## src/rtl/mm_req_arbiter_pkg.sv

```systemverilog
// Shared types for the main-memory request arbiter.
// Contents: data width, request/response structs, the arbiter FSM state
// enum and a helper that sizes requester index fields.
package mm_req_arbiter_pkg;

    localparam int unsigned MM_DATA_WIDTH = 128;
    localparam int unsigned MM_ADDR_WIDTH = 32;

    typedef struct packed {
        logic                     valid;
        logic                     we;
        logic [MM_ADDR_WIDTH-1:0] addr;
        logic [MM_DATA_WIDTH-1:0] wdata;
    } mm_req_t;

    typedef struct packed {
        logic                     valid;
        logic [MM_DATA_WIDTH-1:0] rdata;
    } mm_res_t;

    typedef enum logic [1:0] {
        StIdle,
        StIssue,
        StWaitRes
    } arb_state_e;

    // Index width that stays legal for a single requester.
    function automatic int unsigned idx_width(input int unsigned n);
        return (n > 1) ? $clog2(n) : 1;
    endfunction

endpackage

```

## src/rtl/mm_req_arbiter_if.sv

```systemverilog
// Bundle of requester-side and memory-side signals of the arbiter.
//   up_req    : per-requester request (valid, we, addr, wdata)
//   up_ready  : per-requester accept strobe
//   up_res    : per-requester response (valid, rdata)
//   mem_req   : request towards main memory
//   mem_ready : memory accepts mem_req this cycle
//   mem_res   : response from main memory
// Modports: slave = arbiter, master = environment (requesters + memory).
interface mm_req_arbiter_if
    import mm_req_arbiter_pkg::*;
#(
    parameter int unsigned NUM_OF_REQS = 4
) ();

    mm_req_t [NUM_OF_REQS-1:0] up_req;
    logic    [NUM_OF_REQS-1:0] up_ready;
    mm_res_t [NUM_OF_REQS-1:0] up_res;
    mm_req_t                   mem_req;
    logic                      mem_ready;
    mm_res_t                   mem_res;

    modport slave (
        input  up_req,
        output up_ready,
        output up_res,
        output mem_req,
        input  mem_ready,
        input  mem_res
    );

    modport master (
        output up_req,
        input  up_ready,
        input  up_res,
        input  mem_req,
        output mem_ready,
        output mem_res
    );

endinterface

```

## src/rtl/mm_rr_picker.sv

```systemverilog
// Combinational requester picker.
//   req_i   : request vector
//   start_i : first index searched (round-robin mode)
//   gnt_o   : one-hot grant, zero when nothing requests
//   idx_o   : index of the granted requester
// Macro MM_ARB_FIXED_PRIO_EN: when defined, lowest index always wins and
// start_i is ignored.
module mm_rr_picker
    import mm_req_arbiter_pkg::*;
#(
    parameter int unsigned  NumReqs = 4,
    localparam int unsigned IdxW    = idx_width(NumReqs)
) (
    input  logic [NumReqs-1:0] req_i,
    input  logic [IdxW-1:0]    start_i,
    output logic [NumReqs-1:0] gnt_o,
    output logic [IdxW-1:0]    idx_o
);

    logic            found;
    int unsigned     cand;
    logic [IdxW-1:0] cand_idx;

`ifdef MM_ARB_FIXED_PRIO_EN
    logic unused_start;
    assign unused_start = ^start_i;

    always_comb begin
        gnt_o    = '0;
        idx_o    = '0;
        found    = 1'b0;
        cand     = 0;
        cand_idx = '0;
        for (int unsigned k = 0; k < NumReqs; k++) begin
            cand     = k;
            cand_idx = IdxW'(cand);
            if (!found && req_i[cand_idx]) begin
                found           = 1'b1;
                gnt_o[cand_idx] = 1'b1;
                idx_o           = cand_idx;
            end
        end
    end
`else
    // Walk the ring starting at start_i; first requester found wins.
    always_comb begin
        gnt_o    = '0;
        idx_o    = '0;
        found    = 1'b0;
        cand     = 0;
        cand_idx = '0;
        for (int unsigned k = 0; k < NumReqs; k++) begin
            cand     = (32'(start_i) + k) % NumReqs;
            cand_idx = IdxW'(cand);
            if (!found && req_i[cand_idx]) begin
                found           = 1'b1;
                gnt_o[cand_idx] = 1'b1;
                idx_o           = cand_idx;
            end
        end
    end
`endif

endmodule

```

## src/rtl/mm_req_arbiter.sv

```systemverilog
// Main-memory request arbiter: shares one memory port among NUM_OF_REQS
// requesters with at most one transaction outstanding.
//   clk    : clock, rising edge
//   rst    : synchronous active-high reset
//   bus_io : mm_req_arbiter_if.slave (up_req/up_ready/up_res, mem_req/
//            mem_ready/mem_res)
// Macro MM_ARB_FIXED_PRIO_EN: fixed priority (lowest index wins) instead
// of round-robin; the last-winner register is then not built.
module mm_req_arbiter
    import mm_req_arbiter_pkg::*;
#(
    parameter int unsigned NUM_OF_REQS = 4
) (
    input logic              clk,
    input logic              rst,
    mm_req_arbiter_if.slave  bus_io
);

    localparam int unsigned IdxW = idx_width(NUM_OF_REQS);

    arb_state_e               state_q, state_d;
    logic [IdxW-1:0]          owner_q, owner_d;
    mm_req_t                  req_q, req_d;
    logic                     res_vld_q, res_vld_d;
    logic [MM_DATA_WIDTH-1:0] res_data_q, res_data_d;

    logic [NUM_OF_REQS-1:0]   req_vec;
    logic [NUM_OF_REQS-1:0]   gnt;
    logic [IdxW-1:0]          gnt_idx;
    logic [IdxW-1:0]          start;
    logic                     accept;
    logic [NUM_OF_REQS-1:0]   up_ready;
    mm_req_t                  mem_req;
    mm_res_t [NUM_OF_REQS-1:0] up_res;

    for (genvar g = 0; g < NUM_OF_REQS; g++) begin : g_req_vec
        assign req_vec[g] = bus_io.up_req[g].valid;
    end

    // No grant while reset is asserted.
    assign accept = (state_q == StIdle) && (|req_vec) && !rst;

`ifdef MM_ARB_FIXED_PRIO_EN
    assign start = '0;
`else
    logic [IdxW-1:0] last_q, last_d;

    assign start = (last_q == IdxW'(NUM_OF_REQS - 1)) ? '0 : last_q + IdxW'(1);
    assign last_d = accept ? gnt_idx : last_q;

    always_ff @(posedge clk) begin
        if (rst) begin
            last_q <= IdxW'(NUM_OF_REQS - 1);
        end else begin
            last_q <= last_d;
        end
    end
`endif

    mm_rr_picker #(
        .NumReqs (NUM_OF_REQS)
    ) u_picker (
        .req_i   (req_vec),
        .start_i (start),
        .gnt_o   (gnt),
        .idx_o   (gnt_idx)
    );

    always_comb begin
        state_d       = state_q;
        owner_d       = owner_q;
        req_d         = req_q;
        res_vld_d     = 1'b0;
        res_data_d    = res_data_q;
        up_ready      = '0;
        mem_req       = req_q;
        mem_req.valid = 1'b0;
        unique case (state_q)
            StIdle: begin
                if (accept) begin
                    up_ready = gnt;
                    req_d    = bus_io.up_req[gnt_idx];
                    owner_d  = gnt_idx;
                    state_d  = StIssue;
                end
            end
            StIssue: begin
                mem_req.valid = 1'b1;
                if (bus_io.mem_ready) begin
                    state_d = StWaitRes;
                end
            end
            StWaitRes: begin
                if (bus_io.mem_res.valid) begin
                    res_vld_d  = 1'b1;
                    res_data_d = bus_io.mem_res.rdata;
                    state_d    = StIdle;
                end
            end
            default: state_d = StIdle;
        endcase
    end

    // Response is registered, so it reaches the owner one cycle after memory.
    always_comb begin
        up_res = '0;
        for (int unsigned j = 0; j < NUM_OF_REQS; j++) begin
            if (res_vld_q && (owner_q == IdxW'(j))) begin
                up_res[j].valid = 1'b1;
                up_res[j].rdata = res_data_q;
            end
        end
    end

    always_ff @(posedge clk) begin
        if (rst) begin
            state_q    <= StIdle;
            owner_q    <= '0;
            req_q      <= '0;
            res_vld_q  <= 1'b0;
            res_data_q <= '0;
        end else begin
            state_q    <= state_d;
            owner_q    <= owner_d;
            req_q      <= req_d;
            res_vld_q  <= res_vld_d;
            res_data_q <= res_data_d;
        end
    end

    assign bus_io.up_ready = up_ready;
    assign bus_io.mem_req  = mem_req;
    assign bus_io.up_res   = up_res;

endmodule

```

## src/flat_wrapper.sv

```systemverilog
// flat-port wrapper written by rule: the top's interface ports become plain ports
module mm_req_arbiter_flat import mm_req_arbiter_pkg::*;
#(
    parameter int unsigned NUM_OF_REQS = 4
)
  (clk, rst, bus_io_up_req, bus_io_up_ready, bus_io_up_res, bus_io_mem_req, bus_io_mem_ready, bus_io_mem_res);
  mm_req_arbiter_if #(.NUM_OF_REQS(NUM_OF_REQS)) bus_io_i ();
  input logic clk;
  input logic rst;
  input wire logic [$bits(bus_io_i.up_req)-1:0] bus_io_up_req;
  output wire logic [$bits(bus_io_i.up_ready)-1:0] bus_io_up_ready;
  output wire logic [$bits(bus_io_i.up_res)-1:0] bus_io_up_res;
  output wire logic [$bits(bus_io_i.mem_req)-1:0] bus_io_mem_req;
  input wire logic [$bits(bus_io_i.mem_ready)-1:0] bus_io_mem_ready;
  input wire logic [$bits(bus_io_i.mem_res)-1:0] bus_io_mem_res;
  assign bus_io_i.up_req = bus_io_up_req;
  assign bus_io_up_ready = bus_io_i.up_ready;
  assign bus_io_up_res = bus_io_i.up_res;
  assign bus_io_mem_req = bus_io_i.mem_req;
  assign bus_io_i.mem_ready = bus_io_mem_ready;
  assign bus_io_i.mem_res = bus_io_mem_res;
  mm_req_arbiter #(.NUM_OF_REQS(NUM_OF_REQS)) u_core (.clk(clk), .rst(rst), .bus_io(bus_io_i));
endmodule
```

## config.mk

```make
export PLATFORM = sky130hd
export DESIGN_NAME = mm_req_arbiter_flat
export DESIGN_NICKNAME = d
export VERILOG_FILES = /design/src/rtl/mm_req_arbiter_pkg.sv /design/src/rtl/mm_req_arbiter_if.sv /design/src/rtl/mm_rr_picker.sv /design/src/rtl/mm_req_arbiter.sv /design/src/flat_wrapper.sv
export SDC_FILE = /design/constraint.sdc
export NUM_CORES = 1
export LEC_CHECK = 0
export ABC_AREA = 1
export BUFFER_PORTS_ARGS = -buffer_cell sky130_fd_sc_hd__buf_2
export CORE_AREA = 2 2 575 577
export CTS_CLUSTER_DIAMETER = 80
export DETAILED_ROUTE_END_ITERATION = 8
export DIE_AREA = 0 0 577 579
export GPL_TIMING_DRIVEN = 0
export PLACE_DENSITY_LB_ADDON = 0.1
export SETUP_SLACK_MARGIN = 0.02
export SLEW_MARGIN = 20
export SYNTH_ARGS = -nofsm -noshare
export SYNTH_HDL_FRONTEND = slang
export SYNTH_SLANG_ARGS = --single-unit
```

## constraint.sdc

```tcl
create_clock -name clk -period 2.5 [get_ports clk]
set_clock_uncertainty 0.2 [all_clocks]
set_input_delay 0.5 -clock clk [delete_from_list [all_inputs] [get_ports clk]]
set_output_delay 0.5 -clock clk [all_outputs]
set_load 0.02 [all_outputs]
```

# Yosys cells after proc, flatten, opt, wreduce, memory -nomap -nowiden
# Index checks and enable logic that the tools add are counted.
# classes
n_addsub	4
mul	0
n_reduce_logical	24
n_eq_ne	9
muxes	42
bitwise_logic	4
shift	0
magnitude_cmp	9
n_div	0
# op_table
cell	count
129-bit two-way mux	4
162-bit binary-select mux with 2-bit select	1
161-bit two-way mux	1
4-bit two-way mux	6
2-bit two-way mux	8
2-bit by 3-bit < comparator with 1-bit output (second input constant)	5
1-bit logical AND	13
1-bit two-way mux	13
4-bit bitwise OR	3
1-bit binary-select mux with 2-bit select	4
1-bit demux with 2-bit select	4
2-bit == test (second input constant)	4
2-bit by 1-bit >= comparator with 1-bit output (second input constant)	4
2-bit case mux with 3 select lines	1
2-bit by 1-bit adder with 2-bit output (second input constant)	2
2-bit adder (second input constant)	2
2-bit by 1-bit == test with 1-bit output (second input constant)	2
1-bit zero test	4
2-bit zero test	2
2-bit inequality test (second input constant)	2
2-bit AND reduction	2
4-bit OR reduction	1
3-bit AND reduction	1
2-bit by 1-bit inequality test with 1-bit output (second input constant)	1
other kinds (2)	2
# totals
elab_cells	100
n_memories	0
inputBits	780
ram_bits	0
latchBits	0
reg_bits	296
mem_bits_ro	0

# Longest topological paths before layout
# logic_depth
depth_word	16
depth_mapped	18

# Hierarchy
# From an unflattened synthesis, not the netlist that was laid out.
# unflattened
hier_cells	3683
hier_area_um2	19950.4
# by_module_without_submodules
module	area_each_um2	n_inst	cells_each
mm_req_arbiter	19434.9	1	3601
mm_rr_picker	515.5	1	82

# Least setup slack after synthesis
# Ideal clock, no wire load.
# synth_timing
path_type	reg2out
startpoint	reg u_core.last_q[0]
endpoint	out bus_io_up_ready[0]
t_required_ns	1.800
arrival_ns	2.033
slack_ns	-0.233
stages_incl_launch_ff	10
path_cell_list	dfxtp_1 > inv_2 > ha_1 > inv_1 > nand3_1 > o21ai_1 > inv_1 > nor3_1 > nand2_1 > a41oi_1
# synth_via
elab_chain_cells	16
# synth_rtl
element	line	text
start: declaration	mm_req_arbiter.sv:46	logic [IdxW-1:0] last_q, last_d;
start signal: assignment	mm_req_arbiter.sv:53	last_q <= IdxW'(NUM_OF_REQS - 1);
start signal: assignment	mm_req_arbiter.sv:55	last_q <= last_d;
2-bit by 1-bit adder with 2-bit output / 2-bit == test (equally long branches)	mm_req_arbiter.sv:48	assign start = (last_q == IdxW'(NUM_OF_REQS - 1)) ? '0 : last_q + IdxW'(1);
2-bit two-way mux (*)	mm_req_arbiter.sv:48	
branches (longest 11 deep; another with 2-bit by 3-bit < comparator with 1-bit output)	n/a	
4-bit two-way mux (*)	mm_rr_picker.sv:55	if (!found && req_i[cand_idx]) begin
4-bit two-way mux (*)	mm_req_arbiter.sv:80	if (accept) begin
4-bit two-way mux (*)	mm_req_arbiter.sv:78	unique case (state_q)
end: declaration	flat_wrapper.sv:11	output wire logic [$bits(bus_io_i.up_ready)-1:0] bus_io_up_ready;
# Every way passes the cells marked *. The select of a mux whose other input is x is not followed.

# Final worst setup path
# layout_timing
startpoint	reg u_core.owner_q[0]
endpoint	out bus_io_up_res[167]
# layout_via
elab_chain_cells	3
# layout_rtl
element	line	text
start: declaration	mm_req_arbiter.sv:22	logic [IdxW-1:0] owner_q, owner_d;
start signal: assignment	mm_req_arbiter.sv:124	owner_q <= owner_d;
2-bit by 1-bit == test with 1-bit output	mm_req_arbiter.sv:108	if (res_vld_q && (owner_q == IdxW'(j))) begin
1-bit logical AND	mm_req_arbiter.sv:108	
129-bit two-way mux	mm_req_arbiter.sv:108	
end: declaration	flat_wrapper.sv:12	output wire logic [$bits(bus_io_i.up_res)-1:0] bus_io_up_res;
# No other way between the ends.

==> results.py <==
metrics = {
    "finish": {
        "seq_area_um2": 5940,
        "final_common_cell": "buf_2",
        "layout-drive-gt1-share": 0.387,
        "final_nets": 6549,
        "areaGrowthSynthToFinish_pct": 141,
        "multi_input_area_um2": 12900,
        "fin_area_um2": 47800,
        "fin_util": 0.145,
        "layout_common_cells": "buf_2, nand2_1, dlygate4sd3_1, nand3_1, inv_1",
        "nFillCells": 38400,
    },
    "route": {
        "drc": 0,
        "antenna_left": 0,
        "vias_per_cell": 3.15,
        "num_vias": 32200,
        "first_pass_iters": 5,
        "wl_per_cell_um": 24.0,
        "wl_um": 245000,
        "drt_iter0_markers": 1319,
    },
    "worst_setup_path": {
        "crit_path_max_fanout": 7,
        "setup.worst_path.start": "u_core.owner_q[0]",
        "startpoint_type": "flop",
        "max_stage_delay_ps": 360,
        "end_kind": "output pin",
        "crit_path_cell_trace": "inv_4 > nor3_4 > buf_12 > clkinvlp_4 > buf_12 > clkbuf_16 > clkbuf_16 > nor2_4 > buf_6",
        "crit_arrival_ps": 2580,
        "critical_path.top_delay_family": "buffers and inverters",
        "cp_num_buf_inv": 7,
        "worstPathRequired_ps": 1800,
        "path_class": "reg2out",
        "rr_startpoint": "u_core.last_q[0]",
        "cp_slowest_cell": "dfxtp_4",
    },
    "power": {
        "vdd_drop_max_mv": 0.738,
        "internal_power_mw": 26.3,
        "sw_frac_of_total": 0.539,
        "power.switching_mw": 30.8,
        "p_per_area_nw_per_um2": 1200,
        "clkPwrFrac": 0.142,
        "p_leak_nw": 22.1,
        "p_comb_frac": 0.743,
        "seqPwrFrac": 0.115,
    },
    "synthesis": {
        "yosysSeqAreaShare": 0.299,
        "synth_warnings": 0,
        "synth_area_leaders": "dfxtp_1, nand2_1, nand3_1",
        "yosys.area.top_type": "dfxtp_1",
        "syn_inst": 3493,
        "synth_nets": 4279,
        "ys_ff_latch": 296,
        "yosysTopAreaCellShare": 0.299,
        "synthDistinctLibCells": 32,
        "avgSynthCellArea_um2": 5.68,
        "netlist_area_um2": 19800,
    },
    "sta": {
        "final-hold-violation-count": 0,
        "grt_setup_unrepaired": "true",
        "drv_slew": 0,
        "fin_ws_ps": -778,
        "tightest_slew_ps": 1090,
        "fin_crit_sh": 1.31,
        "slew_headroom": 0.271,
        "setup_viol": 732,
        "post-route-min-period_ps": 3280,
        "clock.fmax_mhz": 305,
    },
    "cts": {
        "clock_path_buffers": 3,
        "cts_tree": "yes",
        "cts_sinks": 296,
        "clk-insertion-delay-late_ps": 720,
        "path_clk_slew_ps": 60,
        "cts_buffers": 55,
        "cts_root_buf": "clkbuf_16",
        "htreeDepth": 2,
    },
    "place": {
        "portBuffers": 1461,
        "place_worst_setup_slack_ps": -1800,
        "postPlaceCellArea_um2": 32900,
        "dp_hpwl_um": 204000,
        "gp_congestion": 0.825,
    },
    "die": {
        "die_area_um2": 334000,
        "core-area_um2": 329000,
        "start_util": 0.0603,
        "ios": 1462,
        "dieHeight_um": 579,
        "die_w_um": 577,
        "rows": 211,
    },
    "job": {
        "cap_violations": 0,
    },
    "worst_hold_path": {
        "hp-class": "in2reg",
        "hp-start": "bus_io_up_req[62]",
    },
    "grt": {
        "grt_pass1_wl_um": 312000,
        "grt_max_degree": 16,
        "overflow": 0,
        "grt_pass1_vias": 33000,
        "antenna_found_initial": 79,
        "grt_usage": 0.139,
    },
    "outcome": {
        "violations": "setup timing",
        "status": "finished with violations",
    },
}
## synthesized netlist by cell type
master	n
o21ai_0	129
dfxtp_1	296
or2_0	29
ha_1	6
nor2_1	520
inv_2	5
nand2_2	6
nor2_8	1
o22ai_1	2
nand4_1	36
buf_8	1
o21ai_2	1
a22oi_1	4
a41oi_1	2
buf_2	83
a21oi_1	131
nor3_1	5
nand3_2	3
nand2_4	2
nand3b_1	37
buf_6	15
nand2_1	908
clkbuf_1	152
or2_1	7
o21ai_1	1
or2_2	37
nor2_2	3
buf_1	14
inv_1	464
buf_4	11
a31oi_1	4
nand3_1	578
## power groups by stage
stage / Combinational, mW / Sequential, mW / Clock, mW
global route: 46.5 / 6.71 / 8.67
floorplan: 16.0 / 7.82 / 0
finish: 42.4 / 6.57 / 8.13
CTS: 41.5 / 6.59 / 8.58
detailed placement: 33.6 / 6.65 / 0
global placement: 33.8 / 6.63 / 0
## cell type report
| type | instances | share of cell area |
|---|---|---|
| multi-input combinational | 2452 | 0.270 |
| buffer | 270 | 0.0550 |
| inverter | 469 | 0.0385 |
| clock buffer | 79 | 0.0328 |
| antenna | 34 | 0.00178 |
| clock inverter | 25 | 0.00670 |
| sequential | 296 | 0.124 |
| tap | 4366 | 0.114 |
| timing repair buffer | 2219 | 0.357 |
## flip-flops by register name, summed over array words and instances (netlist names)
signal / cells
u_core.bus_io.mem_req: 161
u_core.last_q: 2
u_core.owner_q: 2
u_core.res_data_q: 128
u_core.res_vld_q: 1
u_core.state_q: 2
## per-stage QoR
stage               power, mW  hold slack (ps)  setup TNS [ps]  instances
floorplan                23.8              276               0       3493
global placement         40.4              237         -804200       9320
detailed placement       40.2              235         -451550       9327
CTS                      56.7             1.83         -446960      10100
global route             61.9             5.43         -476440      10200
finish                   57.1             43.9         -347000      10200
## worst register-to-register path, stage by stage, from the launching register on
cell	delay, ps
dfxtp_4	370
buf_6	130
ha_4	160
nor2_4	150
buf_4	140
nand3_4	90
nand2_4	100
nor2_4	50
nand3_4	90
buf_6	130
nand2_8	60
nand2_8	140
buf_8	180
buf_12	160
buf_2	240
nand2_1	150
nand2_1	130
nand2_1	60
nand3_1	140
nand2_1	70
inv_1	50
## layer usage
metal,wire (µm),up-vias,global-route usage,share of wire
met4,7770,30,0.0396,0.032
met3,14200,253,0.0311,0.058
met2,126000,1248,0.261,0.52
met1,96400,15100,0.156,0.39
met5,199,-,0,0.00081
li1,-,15500,-,-
## cells by family (layout without fill, tap and decap cells)
logic type	after synthesis	count (layout)	share of synthesized area
flip-flops	296	296	0.299
other	0	34	0
AND/OR/NAND/NOR	2172	2172	0.472
AO/OA/AOI/OAI	274	274	0.0706
adder cells (fa/ha/maj)	6	6	0.00379
buffers and inverters	745	3062	0.155
## final timing paths
path | slack (ps) | cells after the start | endpoint
worst max-delay path | -780 | 9 | bus_io_up_res[167]
worst min-delay path | 40 | 5 | u_core.bus_io.mem_req[62]
worst max register to register | -570 | 20 | u_core.bus_io.mem_req[54]
worst min register to register | 250 | 2 | u_core.bus_io.mem_req[114]
## what timing repair did
action | 4_1_cts | 5_1_grt
resized for setup | 912 | 588
hold endpoints to repair | 284 | 4
buffers inserted | 72 | 35
setup endpoints to repair | 814 | 812
pin swaps | 36 | 31
gates cloned | 23 | 13
hold buffers | 605 | 4
(Power assumes the default switching activity.)
